### config.mk
export PLATFORM = sky130hd
export DESIGN_NAME = fetch_decode_queue
export DESIGN_NICKNAME = d
export VERILOG_FILES = /design/src/rtl/fetch_decode_queue.sv
export SDC_FILE = /design/constraint.sdc
export NUM_CORES = 1
export LEC_CHECK = 0
export ABC_AREA = 1
export BUFFER_PORTS_ARGS = -buffer_cell sky130_fd_sc_hd__buf_2
export CAP_MARGIN = 20
export CORE_MARGIN = 4
export CORE_UTILIZATION = 50
export CTS_CLUSTER_SIZE = 30
export DETAILED_ROUTE_END_ITERATION = 10
export GPL_TIMING_DRIVEN = 0
export MAX_ROUTING_LAYER = met4
export PLACE_DENSITY = 0.8
export SLEW_MARGIN = 20
export SYNTH_ARGS = -nofsm -noshare
export SYNTH_HDL_FRONTEND = slang
export SYNTH_SLANG_ARGS = --single-unit
### constraint.sdc
create_clock -name CLK -period 9.2 [get_ports CLK]
set_input_delay 1.38 -clock CLK [delete_from_list [all_inputs] [get_ports CLK]]
set_output_delay 1.38 -clock CLK [all_outputs]
set_load 0.005 [all_outputs]
### src/rtl/fetch_decode_queue.sv
`default_nettype none
// ============================================================================
// Module      : fetch_decode_queue
// Description : Circular instruction queue between fetch and decode. Captures
//               {Instr, PC, PC+4} triples from fetch, presents the oldest entry
//               to decode with a valid/ready handshake, throttles the PC via
//               PC_En when full, and empties itself on a control-flow flush.
// Revision    : 1.0 - initial release
// ============================================================================
module fetch_decode_queue #(
    parameter int DEPTH = 4
) (
    input  logic                     CLK,
    input  logic                     RST,
    input  logic [31:0]              Instr_F,
    input  logic [31:0]              PC_F,
    input  logic [31:0]              PC_Plus_4_F,
    input  logic                     Valid_F,
    input  logic                     Flush,
    input  logic                     Ready_D,
    output logic                     PC_En,
    output logic                     Valid_D,
    output logic [31:0]              Instr_D,
    output logic [31:0]              PC_D,
    output logic [31:0]              PC_Plus_4_D,
    output logic [$clog2(DEPTH):0]   Count
);

    localparam int AW = $clog2(DEPTH);
    localparam int CW = AW + 1;

    localparam logic [CW-1:0] C_DEPTH   = CW'(DEPTH);
    localparam logic [CW-1:0] C_CNT_ONE = CW'(1);
    localparam logic [AW-1:0] C_PTR_ONE = AW'(1);
    localparam logic [31:0]   C_NOP     = 32'h0000_0013;

    // Reject unusable depths at elaboration time rather than building a
    // queue whose pointers cannot wrap cleanly.
    if ((DEPTH < 2) || ((DEPTH & (DEPTH - 1)) != 0)) begin : g_bad_depth
        $error("fetch_decode_queue: DEPTH must be a power of 2 and >= 2");
    end

    // Entry layout: [95:64] Instr, [63:32] PC, [31:0] PC+4.
    logic [95:0]   mem_q [DEPTH];

    logic [AW-1:0] rd_ptr_q, rd_ptr_d;
    logic [AW-1:0] wr_ptr_q, wr_ptr_d;
    logic [CW-1:0] count_q,  count_d;

    logic          w_full;
    logic          w_empty;
    logic          w_push;
    logic          w_pop;
    logic [95:0]   w_head;

    assign w_full  = (count_q == C_DEPTH);
    assign w_empty = (count_q == '0);

    // Both handshakes are gated by status, so overflow/underflow cannot occur.
    assign w_push  = Valid_F & ~w_full;
    assign w_pop   = ~w_empty & Ready_D;

    // Next-state for pointers and occupancy; flush discards everything,
    // including the instruction fetch is presenting this cycle.
    always_comb begin
        rd_ptr_d = rd_ptr_q;
        wr_ptr_d = wr_ptr_q;
        count_d  = count_q;
        if (Flush) begin
            rd_ptr_d = '0;
            wr_ptr_d = '0;
            count_d  = '0;
        end else begin
            if (w_push) begin
                wr_ptr_d = wr_ptr_q + C_PTR_ONE;
            end
            if (w_pop) begin
                rd_ptr_d = rd_ptr_q + C_PTR_ONE;
            end
            case ({w_push, w_pop})
                2'b10:   count_d = count_q + C_CNT_ONE;
                2'b01:   count_d = count_q - C_CNT_ONE;
                default: count_d = count_q;
            endcase
        end
    end

    // Pointer and occupancy registers; reset wins over flush and handshakes.
    always_ff @(posedge CLK) begin
        if (RST) begin
            rd_ptr_q <= '0;
            wr_ptr_q <= '0;
            count_q  <= '0;
        end else begin
            rd_ptr_q <= rd_ptr_d;
            wr_ptr_q <= wr_ptr_d;
            count_q  <= count_d;
        end
    end

    // Entry storage is left unreset; the empty mux hides stale contents.
    always_ff @(posedge CLK) begin
        if (w_push && !Flush && !RST) begin
            mem_q[wr_ptr_q] <= {Instr_F, PC_F, PC_Plus_4_F};
        end
    end

    assign w_head = mem_q[rd_ptr_q];

    // Head presentation: no bypass from fetch, so output depends only on state.
    assign Valid_D     = ~w_empty;
    assign PC_En       = ~w_full;
    assign Count       = count_q;
    assign Instr_D     = w_empty ? C_NOP : w_head[95:64];
    assign PC_D        = w_empty ? 32'h0 : w_head[63:32];
    assign PC_Plus_4_D = w_empty ? 32'h0 : w_head[31:0];

endmodule
`default_nettype wire
==> results by group <==
Timing
  – Setup TNS: 0 ns
  – Relative slew slack: 52.96%
  – Fin. Hold Viols: 0
  – Final setup margin: about 5.5 ns
  – Tmin final: 3.747 ns
  – Final period util: about two fifths
  – Final setup vio count: 0
  – Max Clock Skew: 0.01957 ns
  – FMAX: between 0.2 and 0.3 GHz
  – Worst Tran Pin Value: between 0.7 and 0.8 ns
  – Max Slew Vio Count: 0
  – RSZ-0062 raised after global routing: false

Critical path
  – WS Path Type: reg -> out
  – Bufs and invs on worst path: 4
  – Slowest-stage cell, CP: clkbuf_1
  – Slowest cell delay on critical path: 0.47 ns
  – Worst-path fanout max: 10
  – CP Launch Type: flop
  – Reg-to-reg critical path startpoint: Count[1]$_SDFFE_PP0P_
  – Family with the most delay on the worst path: buffers and inverters
  – WP data arrival: 2.37 ns
  – Critical-path cell list: inv_2, buf_2, clkbuf_1, o21ai_0, a21oi_1, buf_2
  – Worst endpoint required time: between 7 and 8 ns
  – Crit. End Element: primary output
  – Crit path top cell by count: buf_2

Finish
  – Post-route cell area: about 19,000 um2
  – Nets: approximately 1,600
  – Layout Utilization: about three fifths
  – Area delta synth->final: 21.07%
  – Layout cells sized above 1: between 20% and 30%

Yosys
  – Post-synthesis compound-gate area fraction: about a tenth
  – Mux share of post-synthesis cell area: 0%
  – Synth unique cells: 20
  – Mapped Cells: 1,205
  – Adder-Cell Fraction of Synth Area: 0.5396%
  – Most frequent cell after synthesis: nor2_1
  – Synth Cell Area: 15,300 um2
  – Share of the synthesized area in the top cell type: 75.35%
  – Area leader, netlist: edfxtp_1
  – XOR/XNOR Fraction of Synth Area: 0%
  – Commonest cells post-synth: nor2_1, edfxtp_1, o21ai_0
  – Syn_nets: 1,312
  – Seq/Total Area, Yosys: 76.53%
  – Largest family of logic cells by synthesized area: simple AND/OR/NAND/NOR gates
  – Main flop type after synthesis: edfxtp_1
  – Ranking of synthesized cells by area: edfxtp_1, nor2_1, o21ai_0
  – Post-synth EDFFs: between 300 and 400
  – #FFs+latches synth: slightly below 400
  – Asr flop ratio synth: 0%
  – Post-synthesis simple-gate area fraction: between 10% and 20%
  – Avg Cell Area, Syn: between 10 and 15 um2
  – Synth Warn #: 0

Global route
  – Overflow after GRT: 0
  – Pin count of the biggest net entering global routing: 25
  – Vias in the first global route: 10,160
  – Initial antenna violation count: 9
  – GRT Util Overall: between 20% and 30%
  – First-pass GRT wire length: approximately 56,000 um

Clock tree
  – Worst skew pair latency: 0.52 ns
  – Longest Clk Path Bufs: 3
  – H-tree levels: 2
  – Post-CTS setup buffers: 0
  – # resized after CTS: 0
  – # hold bufs at CTS: 0
  – Clk slew on worst S/H paths: around 0.06 ns
  – CTS tree: yes
  – Sink Count: 393
  – TritonCTS Buffers: 40
  – Root Buffer: clkbuf_16

Placed design
  – Setup WS pre-CTS: 5.441 ns
  – Final Wtd Congestion: 0.8076
  – Port Buffers: roughly 200
  – DP Wirelength: between 20,000 and 25,000 um
  – Placement Cell Area: between 15,000 and 20,000 um2

Power
  – Peak supply drop: 0.0002193 V
  – P per Cell Area: roughly 210 nW/um2
  – Leakage: approximately 6.8 nW

Die
  – IO Pins: roughly 200
  – Site row count: 63
  – Die X-Extent: approximately 180 um
  – Full die area: approximately 33,000 um2
  – Core box area: ~30,000 um2
  – DIE HEIGHT: 183.0 um
  – Initial core utilization: approximately half

Route
  – Final ANT Viol Nets: 0
  – Via/cell ratio: around 5.4
  – DR WL/cell: ~20 um
  – Drt first-iter violations: between 800 and 900
  – Final wirelength: about 37,000 um
  – Remaining DRCs: 0
  – Vias after detailed routing: approximately 10,000
  – First-pass DRT Iterations: 5

Worst hold path
  – Hold Path Origin: rd_ptr_q[1]$_SDFFE_PP0P_
  – Hold WC Path Type: reg -> reg

Flow run
  – Max Cap Viol: 0

Outcome
  – Status: finished, final reports clean
==> routing by layer <==
| layer | up-vias | share of wire, % | track usage, % |
|---|---|---|---|
| met5 | - | 0 | - |
| met4 | 0 | 3.1 | 7.420 |
| met3 | 78 | 9.3 | 5.097 |
| met2 | 500 | 50 | 36.82 |
| met1 | 4898 | 38 | 27.49 |
| li1 | 4805 | - | - |
==> stage by stage <==
step           power, W  std cells  hold WS (ns)
5_1_grt        0.003958       1890        0.5312
3_5_place_dp   0.002247       1812        0.4954
3_3_place_gp   0.002239       1796        0.4848
2_1_floorplan  0.002127       1205        0.4596
4_1_cts        0.003856       1881        0.5049
6_report       0.003837       1890        0.5019
==> where the power goes <==
group | switching, W | internal (W)
clock | 0.000640 | 0.000988
combinational | 0.000140 | 0.0000766
sequential | 0.00000558 | 0.00199
==> sequential cells by signal (all words and copies together), names as in the netlist, named ones only <==
register  count
rd_ptr_q      2
Count         3
wr_ptr_q      2
mem_q       384
==> worst min-delay path: cells and delay by family (launching register included) <==
| kind | cells | cell delay, ns |
|---|---|---|
| flops | 1 | 0.32 |
| compound gates | 1 | 0.07 |
| simple gates | 1 | 0.06 |
==> cells in the final DEF, fill, tap and decap left out, drive strengths merged <==
cell type  count
nand3b         1
edfxtp       384
nand2         27
a21oi        102
fa             1
a21boi         1
o21ai        191
inv           21
clkbuf        70
dfxtp          9
buf          267
nor2         387
clkinvlp       2
nand3          4
clkinv        13
ha             5
diode          9
bufinv         6
==> worst paths after layout <==
kind                                                  to  slack (ns)  cells after the start
worst min register to register  rd_ptr_q[1]$_SDFFE_PP0P_        0.50                      2
worst max register to register     mem_q[3][8]$_DFFE_PP_        6.54                      6
worst min-delay path            rd_ptr_q[1]$_SDFFE_PP0P_        0.50                      2
worst max-delay path                     PC_Plus_4_D[14]        5.45                      6
==> kinds of logic after synthesis <==
family                     after synthesis
and+or+nand+nor                        419
DFF                                    393
AOI/OAI and AO/OA                      294
buffers and inverters                   93
adders and majority gates                6
==> layout make-up <==
class	count	area, um2
Fill cell	2230	11430
Buffer	73	376.6
Sequential cell	393	11710
Clock buffer	47	1059
Inverter	20	75.07
Multi-Input combinational cell	719	3171
Tap cell	390	488.0
Clock inverter	22	261.5
Timing Repair Buffer	217	1364
Antenna cell	9	22.52
(Power assumes the default switching activity.)
